## config.mk

```make
export PLATFORM = sky130hd
export DESIGN_NAME = wavetable_reader
export DESIGN_NICKNAME = d
export VERILOG_FILES = /design/src/rtl/wavetable_reader.sv
export SDC_FILE = /design/constraint.sdc
export NUM_CORES = 1
export LEC_CHECK = 0
export BUFFER_PORTS_ARGS = -buffer_cell sky130_fd_sc_hd__buf_2
export CAP_MARGIN = 30
export CORE_MARGIN = 2
export CORE_UTILIZATION = 59
export DETAILED_ROUTE_END_ITERATION = 16
export PLACE_DENSITY = 0.86
export SLEW_MARGIN = 15
export SYNTH_ARGS = -nofsm -noshare
export SYNTH_HDL_FRONTEND = slang
export SYNTH_SLANG_ARGS = --single-unit
```

## constraint.sdc

```tcl
create_clock -name Clk -period 12.4 [get_ports Clk]
set_input_delay 1.86 -clock Clk [delete_from_list [all_inputs] [get_ports Clk]]
set_output_delay 1.86 -clock Clk [all_outputs]
set_load 0.01 [all_outputs]
```

## src/rtl/wavetable_reader.sv

```systemverilog
// Phase-accumulator wavetable oscillator with linear interpolation between adjacent ROM samples.
// Latency: tick accepted at edge 0, sample_valid pulses 5 cycles later (one accept per 5 cycles max).
// Backpressure: none upstream; a tick arriving while busy is dropped and latches the sticky overrun flag.
module wavetable_reader #(
    parameter int ADDRWIDTH  = 12,
    parameter int WIDTH      = 16,
    parameter int PHASEWIDTH = 32,
    parameter int FRACBITS   = 8
) (
    input  logic                  Clk,
    input  logic                  Reset,
    input  logic                  sample_tick,
    input  logic [PHASEWIDTH-1:0] phase_inc,
    input  logic                  phase_reset,
    output logic                  rom_cs,
    output logic [ADDRWIDTH-1:0]  rom_addr,
    input  logic [WIDTH-1:0]      rom_data,
    output logic [WIDTH-1:0]      sample_out,
    output logic                  sample_valid,
    output logic                  busy,
    output logic                  overrun
);

    // Fetch sequence: two back-to-back ROM reads, two captures, one interpolation.
    localparam logic [2:0] S_IDLE   = 3'd0;
    localparam logic [2:0] S_FETCH0 = 3'd1;
    localparam logic [2:0] S_FETCH1 = 3'd2;
    localparam logic [2:0] S_CAPT1  = 3'd3;
    localparam logic [2:0] S_CALC   = 3'd4;

    // Product width: signed (WIDTH+1)-bit difference times zero-extended (FRACBITS+1)-bit fraction.
    localparam int PRODW = WIDTH + FRACBITS + 2;

    localparam logic [ADDRWIDTH-1:0] ADDR_ONE = ADDRWIDTH'(1);

    logic [2:0]            state_q,    state_d;
    logic [PHASEWIDTH-1:0] phase_q,    phase_d;
    logic [ADDRWIDTH-1:0]  idx_q,      idx_d;
    logic [FRACBITS-1:0]   frac_q,     frac_d;
    logic [ADDRWIDTH-1:0]  rom_addr_q, rom_addr_d;
    logic                  rom_cs_q,   rom_cs_d;
    logic [WIDTH-1:0]      s0_q,       s0_d;
    logic [WIDTH-1:0]      s1_q,       s1_d;
    logic [WIDTH-1:0]      sample_q,   sample_d;
    logic                  valid_q,    valid_d;
    logic                  overrun_q,  overrun_d;

    // Phase seen by an accepted tick: phase_reset restarts it at zero in the same cycle.
    logic [PHASEWIDTH-1:0] phase_base;
    logic                  is_idle;

    logic signed [PRODW-1:0] s0_ext;
    logic signed [PRODW-1:0] s1_ext;
    logic signed [PRODW-1:0] diff_w;
    logic signed [PRODW-1:0] frac_w;
    logic signed [PRODW-1:0] prod_w;
    logic [WIDTH-1:0]        interp_w;

    assign is_idle    = (state_q == S_IDLE);
    assign phase_base = phase_reset ? '0 : phase_q;

    // Interpolation datapath: s0 + floor((s1-s0)*frac / 2**FRACBITS); result never leaves [s0,s1].
    always_comb begin
        s0_ext   = {{(PRODW-WIDTH){s0_q[WIDTH-1]}}, s0_q};
        s1_ext   = {{(PRODW-WIDTH){s1_q[WIDTH-1]}}, s1_q};
        frac_w   = {{(PRODW-FRACBITS){1'b0}}, frac_q};
        diff_w   = s1_ext - s0_ext;
        prod_w   = diff_w * frac_w;
        // Arithmetic shift floors toward -inf, so negative slopes round down, not toward zero.
        interp_w = WIDTH'(s0_ext + (prod_w >>> FRACBITS));
    end

    // Next-state logic: tick acceptance, phase advance, ROM request sequencing and capture.
    always_comb begin
        state_d    = state_q;
        phase_d    = phase_q;
        idx_d      = idx_q;
        frac_d     = frac_q;
        rom_addr_d = rom_addr_q;
        rom_cs_d   = rom_cs_q;
        s0_d       = s0_q;
        s1_d       = s1_q;
        sample_d   = sample_q;
        valid_d    = 1'b0;
        overrun_d  = overrun_q;

        // A restart request without an accepted tick still clears the phase.
        if (phase_reset) begin
            phase_d = '0;
        end

        // Ticks landing mid-fetch are dropped; the in-flight fetch carries on untouched.
        if (sample_tick && !is_idle) begin
            overrun_d = 1'b1;
        end

        case (state_q)
            S_IDLE: begin
                rom_cs_d = 1'b0;
                if (sample_tick) begin
                    phase_d    = phase_base + phase_inc;
                    idx_d      = phase_base[PHASEWIDTH-1 -: ADDRWIDTH];
                    frac_d     = phase_base[PHASEWIDTH-ADDRWIDTH-1 -: FRACBITS];
                    rom_addr_d = phase_base[PHASEWIDTH-1 -: ADDRWIDTH];
                    rom_cs_d   = 1'b1;
                    state_d    = S_FETCH0;
                end
            end
            S_FETCH0: begin
                // Second tap; the last table entry pairs with entry zero.
                rom_addr_d = idx_q + ADDR_ONE;
                rom_cs_d   = 1'b1;
                state_d    = S_FETCH1;
            end
            S_FETCH1: begin
                // ROM registered the first address last edge, so its data is mem[idx] now.
                s0_d     = rom_data;
                rom_cs_d = 1'b0;
                state_d  = S_CAPT1;
            end
            S_CAPT1: begin
                s1_d    = rom_data;
                state_d = S_CALC;
            end
            S_CALC: begin
                sample_d = interp_w;
                valid_d  = 1'b1;
                state_d  = S_IDLE;
            end
            default: begin
                rom_cs_d = 1'b0;
                state_d  = S_IDLE;
            end
        endcase
    end

    // State registers; reset abandons any fetch without emitting a sample.
    always_ff @(posedge Clk) begin
        if (Reset) begin
            state_q    <= S_IDLE;
            phase_q    <= '0;
            idx_q      <= '0;
            frac_q     <= '0;
            rom_addr_q <= '0;
            rom_cs_q   <= 1'b0;
            s0_q       <= '0;
            s1_q       <= '0;
            sample_q   <= '0;
            valid_q    <= 1'b0;
            overrun_q  <= 1'b0;
        end else begin
            state_q    <= state_d;
            phase_q    <= phase_d;
            idx_q      <= idx_d;
            frac_q     <= frac_d;
            rom_addr_q <= rom_addr_d;
            rom_cs_q   <= rom_cs_d;
            s0_q       <= s0_d;
            s1_q       <= s1_d;
            sample_q   <= sample_d;
            valid_q    <= valid_d;
            overrun_q  <= overrun_d;
        end
    end

    assign rom_cs       = rom_cs_q;
    assign rom_addr     = rom_addr_q;
    assign sample_out   = sample_q;
    assign sample_valid = valid_q;
    assign busy         = !is_idle;
    assign overrun      = overrun_q;

endmodule

```

==> flow_summary.yaml, run 1 <==
drt:
  drc_errors: 0
  viasPerCell: 5.85
  routed_wl_mm: 30.0
  vias: 10800
  drt_iter0_markers: 670
  antenna_left: 0
  wire_per_inst_um: 16.2
  dr.pass1.iters: 8
global_route:
  grt_max_degree: 82
  grt_first_pass_wirelength_mm: 50.5
  first_global_vias: 10900
  overflow: 0
  antenna_found_initial: 2
  grt.total_usage_pct: 28.6
synth:
  synth-simple-area-share_pct: 21.9
  synthMuxAreaShare_pct: 0.249
  synth_nets: 1781
  ys_seq_elements: 118
  netlist_instances: 1517
  ys_types: 79
  yosys.area.top_type: "dfxtp_1"
  netlist_area_um2: 12000
  yosysWarnings: 0
  synth.most_common_cell: "nand2_1"
  synthTopCellsByCount: "248 x nand2_1, 193 x inv_1, 140 x a21oi_1"
  ys.flop_type: "dfxtp_1"
  synth_top_area_share_pct: 19.6
  synth-xor-area-share_pct: 4.62
  synth_edf_count: 0
  synthAdderAreaFrac_pct: 28.6
  async_flop_share_pct: 0
  seq_area_frac_synth_pct: 19.6
  synthTopCellsByArea: "dfxtp_1 20%, fa_1 17%, ha_1 11%"
  synth_top_family_by_area: "adder cells"
  syn_avg_cell_area_um2: 7.94
  synth_compound_area_share_pct: 16.7
critical_path:
  worst_path_max_delay_cell: "fa_1"
  slowest_delay_ns: 0.54
  worst-setup-path-type: "flop to flop"
  cp.required_ns: 12.68
  rrSetupSlack_ns: 3.83
  cp-start-kind: "flop"
  worstSetupEndpointType: "flop"
  arrival_ns: 8.85
  r2r-end: "sample_out[15]$_SDFFE_PP0P_"
  cp_max_fo: 8
  rr_worst_depth: 37
  reg2reg_from: "s0_q[1]$_SDFFE_PP0N_"
cts:
  cts.htree.levels: 4
  cts_tree: "done"
  path_clk_slew_ns: 0.05
  clock-sinks: 118
  cts_root_buf: "clkbuf_16"
  hold_buffers: 0
  insertion_delay_ns: 0.43
  cts_setup_buffers: 0
  clockBufferDepth: 2
  cts_resized: 0
  cts_buffers: 17
floorplanning:
  coreArea_um2: 20200
  die_area_um2: 21600
  num_io_pins: 84
  die_x_um: 147
  rows: 52
  die_y_um: 147
  initial_core_util_pct: 59.7
hold_path:
  holdPathStages: 2
  hold_end: "sample_out[1]$_SDFFE_PP0P_"
  min_path_type: "flop to flop"
  hp-start: "sample_out[1]$_SDFFE_PP0P_"
placed_design:
  pre_cts_ws_ns: 4.09
  place.gp.congestion: 0.933
  port_buffers: 83
  place_hpwl_mm: 22.2
timing:
  maxSlewViolCount: 0
  worstMarginPinSlew_ns: 0.950
  min_period_ns: 8.57
  rsz0062_at_grt: "no"
  finalCritPeriodShare_pct: 69.1
  fmax_mhz: 117
  fin_ws_ns: 3.83
  fin_setup_tns_ns: 0
  finClkSkew_ns: 0.00576
  setup_viol: 0
  finalHoldViolCount: 0
  maxSlewHeadroom_pct: 35.9
outcome:
  status: "finished, final reports clean"
final_layout:
  nets: 1828
  drive_gt1_share_pct: 9.39
  areaGrowthSynthToFinish_pct: 9.81
  nFillCells: 1659
  register_area_um2: 2360
  multi_input_area_um2: 8690
power_and_ir_drop:
  swShare_pct: 33.0
  peakVddDrop_v: 0.0000974
  p_switching_w: 0.000436
  power.leakage_nw: 6.33
  p_seq_share_pct: 31.4
  power_density_nw_per_um2: 99.7
  clkPwrFrac_pct: 40.9
  share_comb_of_total_power_pct: 27.7
  p_int_w: 0.000883
flow_run:
  maxCapViolCount: 0
## placed cells by master, fill, tap and decap left out, types with 5 or more instances in the layout
cell / count
a211oi_1: 16
a21o_1: 15
a21oi_1: 140
a311oi_1: 6
a31oi_1: 7
and2_1: 43
and3_1: 16
buf_2: 82
clkbuf_16: 17
clkbuf_8: 5
dfxtp_1: 118
fa_1: 105
ha_1: 107
inv_1: 193
nand2_1: 248
nand2b_1: 14
nand3_1: 28
nand3b_1: 6
nand4_1: 5
nor2_1: 84
nor2b_1: 49
nor3_1: 24
nor4_1: 6
o21a_1: 10
o21ai_0: 36
o31a_1: 8
o31ai_1: 16
or3_1: 11
xnor2_1: 41
xor2_1: 20
## worst max path at each step
| stage | endpoint | start |
|---|---|---|
| 3_3_place_gp | sample_out[15]$_SDFFE_PP0P_ | s0_q[1]$_SDFFE_PP0N_ |
| 5_1_grt | sample_out[15]$_SDFFE_PP0P_ | s0_q[1]$_SDFFE_PP0N_ |
| 2_1_floorplan | sample_out[15]$_SDFFE_PP0P_ | s0_q[1]$_SDFFE_PP0N_ |
| 3_5_place_dp | sample_out[15]$_SDFFE_PP0P_ | s0_q[1]$_SDFFE_PP0N_ |
| 6_report | sample_out[15]$_SDFFE_PP0P_ | s0_q[1]$_SDFFE_PP0N_ |
| 4_1_cts | sample_out[15]$_SDFFE_PP0P_ | s0_q[1]$_SDFFE_PP0N_ |
## logic make-up (layout without fill, tap and decap cells)
kind of cell | count (synthesis) | after routing
and+or+nand+nor | 558 | 558
AOI/OAI and AO/OA | 311 | 311
buffers and inverters | 253 | 312
adders and majority gates | 212 | 212
DFF | 118 | 118
xor gates and xnor gates | 62 | 62
muxes | 3 | 3
other | 0 | 2
## worst max-delay path, delay by kind of cell, from the launching register on
kind / cells / cell delay, ns
buffers and inverters: 4 / 0.26
adders and majority gates: 7 / 2.85
DFF: 1 / 0.45
and+or+nand+nor: 10 / 1.57
AOI/OAI and AO/OA: 13 / 2.45
xor gates and xnor gates: 3 / 0.81
## routing by layer
metal	track usage (%)	vias up	part of all wire (%)
met5	0	-	0.043
met3	5.43	86	6.3
met2	50.7	393	51
li1	-	5105	-
met4	11.2	2	3.5
met1	34.4	5233	39
## stage by stage
step | area (um^2) | total power (W) | std cells | hold WS [ns] | util (%)
final | 13200 | 0.00132 | 1848 | 0.456 | 65.6
after global routing | 13200 | 0.00138 | 1846 | 0.485 | 65.6
after CTS | 13200 | 0.00132 | 1846 | 0.458 | 65.6
after detailed placement | 12600 | 0.000775 | 1815 | 0.450 | 62.4
after global placement | 12600 | 0.000761 | 1813 | 0.438 | 62.3
after floorplan | 12000 | 0.000682 | 1517 | 0.436 | -
## state kept, by name, indices dropped and copies added, names as in the netlist, 3 cells and up
register / count
s0_q: 16
idx_q: 12
sample_out: 16
phase_q: 32
s1_q: 16
frac_q: 8
state_q: 3
rom_addr: 12
## power groups by stage
stage          clock, W  sequential, W  combinational (W)
6_report       0.000540       0.000414           0.000365
3_5_place_dp          0       0.000421           0.000354
3_3_place_gp          0       0.000420           0.000342
2_1_floorplan         0       0.000416           0.000267
5_1_grt        0.000558       0.000416           0.000404
4_1_cts        0.000542       0.000414           0.000360
## final cells by class
| class | count | area share (%) |
|---|---|---|
| inverters | 193 | 5.48 |
| clock buffers | 24 | 3.79 |
| diodes | 2 | 0.0378 |
| well taps | 270 | 2.55 |
| clock inverters | 7 | 1.07 |
| multi-input cells | 1146 | 65.7 |
| repair buffers | 88 | 3.50 |
| flip-flops and latches | 118 | 17.9 |
Note: power is estimated with default switching activity, not from simulation.
==> run 2, diff against run 1 <==
Clock period 12.4 ns to 8.43 ns, I/O delays scaled along.
==> run 2 against run 1 <==
Against the previous run:
- non-clock buffer count up 11
- final area up 0.21%
- maximum frequency up 7.1%
- flip-flop and latch count unchanged
- routed wire length down 0.29%
- critical path depth down 1
- sequential share of layout area about the same
- utilization up 0.14 points
- largest cell class unchanged
==> flow_summary.yaml, run 2 (synthesis gave the netlist of run 1 again) <==
final_layout:
  areaGrowthSynthToFinish_pct: 10.0
  final_common_cell: "nand2_1"
  register_area_um2: 2360
  multi_input_area_um2: 8750
  largest_register_ffs: 32
  nets: 1839
  final-instance-count-excl-fill: 1861
  top_register: "phase_q"
  nFillCells: 1616
  layout_common_cells: "248 x nand2_1, 193 x inv_1, 139 x a21oi_1"
  drive_gt1_share_pct: 11.0
critical_path:
  r2r-end: "sample_out[14]$_SDFFE_PP0P_"
  cp_max_fo: 8
  cp.required_ns: 8.80
  rr_worst_depth: 36
  slowest_delay_ns: 0.53
  arrival_ns: 8.38
  worstSetupEndpointType: "flop"
  rrSetupSlack_ns: 0.42
  cp-start-kind: "flop"
  worst-setup-path-type: "flop to flop"
  worst_path_max_delay_cell: "fa_1"
  reg2reg_from: "s1_q[0]$_SDFFE_PP0P_"
cts:
  clock-sinks: 118
  cts.htree.levels: 4
  path_clk_slew_ns: 0.06
  cts_tree: "done"
  clockBufferDepth: 2
  insertion_delay_ns: 0.43
  cts_root_buf: "clkbuf_16"
  cts_buffers: 17
global_route:
  antenna_found_initial: 1
  first_global_vias: 10700
  grt_first_pass_wirelength_mm: 49.7
  grt.total_usage_pct: 28.1
  grt_max_degree: 82
  overflow: 0
floorplanning:
  initial_core_util_pct: 59.7
  die_y_um: 147
  num_io_pins: 84
  rows: 52
  coreArea_um2: 20200
  die_x_um: 147
  die_area_um2: 21600
drt:
  routed_wl_mm: 29.9
  wl_met3_mm: 1.71
  antenna_left: 0
  dr.max_layer_used: "met4"
  dr.pass1.iters: 5
  viasPerCell: 5.77
  wl_met2_mm: 15.0
  drc_errors: 0
  drt_iter0_markers: 600
  wl_met1_mm: 12.1
  vias: 10700
  wire_per_inst_um: 16.0
timing:
  finalCritPeriodShare_pct: 95.0
  setup_viol: 0
  fin_setup_tns_ns: 0
  rsz0062_at_grt: "no"
  min_period_ns: 8.01
  fmax_mhz: 125
  maxSlewViolCount: 0
  worstMarginPinSlew_ns: 0.958
  maxSlewHeadroom_pct: 35.4
  finClkSkew_ns: 0.0109
  finalHoldViolCount: 0
hold_path:
  holdPathStages: 2
  hold_end: "sample_out[8]$_SDFFE_PP0P_"
  min_path_type: "flop to flop"
  hp-start: "sample_out[8]$_SDFFE_PP0P_"
power_and_ir_drop:
  p_int_w: 0.00118
  peakVddDrop_v: 0.000131
  share_comb_of_total_power_pct: 31.7
  power_density_nw_per_um2: 139
  power.leakage_nw: 6.34
  p_seq_share_pct: 33.0
  clkPwrFrac_pct: 35.3
  p_switching_w: 0.000662
  swShare_pct: 35.9
placed_design:
  place_hpwl_mm: 22.5
  place.gp.congestion: 0.931
  dp.cells: 1825
  port_buffers: 83
flow_run:
  maxCapViolCount: 0
outcome:
  status: "finished, final reports clean"
[run 2: what timing repair did]
action                                  CTS  global route
gates resized for setup                   0            18
hold buffers                              0             0
endpoints found under the setup margin    0             8
buffers inserted                          0             1
[run 2: worst max path at each step]
stage | from | endpoint | depth (start not counted) | slack (ns)
after global placement | s0_q[1]$_SDFFE_PP0N_ | sample_out[15]$_SDFFE_PP0P_ | 34 | 0.46
final | s1_q[0]$_SDFFE_PP0P_ | sample_out[14]$_SDFFE_PP0P_ | 36 | 0.42
after global routing | s1_q[0]$_SDFFE_PP0P_ | sample_out[15]$_SDFFE_PP0P_ | 37 | 0.004
after CTS | s0_q[1]$_SDFFE_PP0N_ | sample_out[15]$_SDFFE_PP0P_ | 38 | 0.006
after floorplan | s0_q[1]$_SDFFE_PP0N_ | sample_out[15]$_SDFFE_PP0P_ | 37 | 1.00
after detailed placement | s0_q[1]$_SDFFE_PP0N_ | sample_out[15]$_SDFFE_PP0P_ | 38 | 0.06
[run 2: stage by stage]
stage	util, %	total power (W)	setup WS [ns]	area [um^2]	hold WS [ns]
final	65.7	0.00184	0.425	13300	0.452
after global routing	65.7	0.00193	0.00400	13300	0.485
after CTS	65.4	0.00183	0.00600	13200	0.454
after detailed placement	62.8	0.00118	0.0640	12700	0.444
after global placement	62.6	0.00116	0.462	12600	0.438
after floorplan	-	0.00100	1.00	12000	0.436
[run 2: critical path, delay by kind of cell, from the launching register on]
family                     cells  cell delay, ns
buffers and inverters          6            0.45
DFF                            1            0.34
AOI/OAI and AO/OA              9            1.62
adders and majority gates      8            3.27
and+or+nand+nor               10            1.73
xor gates and xnor gates       3            0.56
[run 2: power groups by stage]
stage          clock network, W  logic [W]  registers, W
2_1_floorplan                 0   0.000392      0.000612
3_3_place_gp                  0   0.000544      0.000618
3_5_place_dp                  0   0.000564      0.000619
4_1_cts                0.000657   0.000569      0.000608
5_1_grt                0.000679   0.000641      0.000611
6_report               0.000651   0.000585      0.000608
[run 2: routing by layer]
| layer | global-route usage [%] | up-vias |
|---|---|---|
| met4 | 11.9 | 0 |
| met3 | 4.60 | 78 |
| met2 | 49.5 | 351 |
| met1 | 34.2 | 5174 |
| met5 | 0 | - |
| li1 | - | 5143 |
[run 2: cell type report]
class                           count  area share [%]
Multi-Input combinational cell   1146            66.0
Sequential cell                   118            17.8
Inverter                          193            5.46
Timing Repair Buffer               99            4.11
Clock buffer                       20            3.37
Tap cell                          270            2.55
Clock inverter                     12           0.613
Antenna cell                        3          0.0566
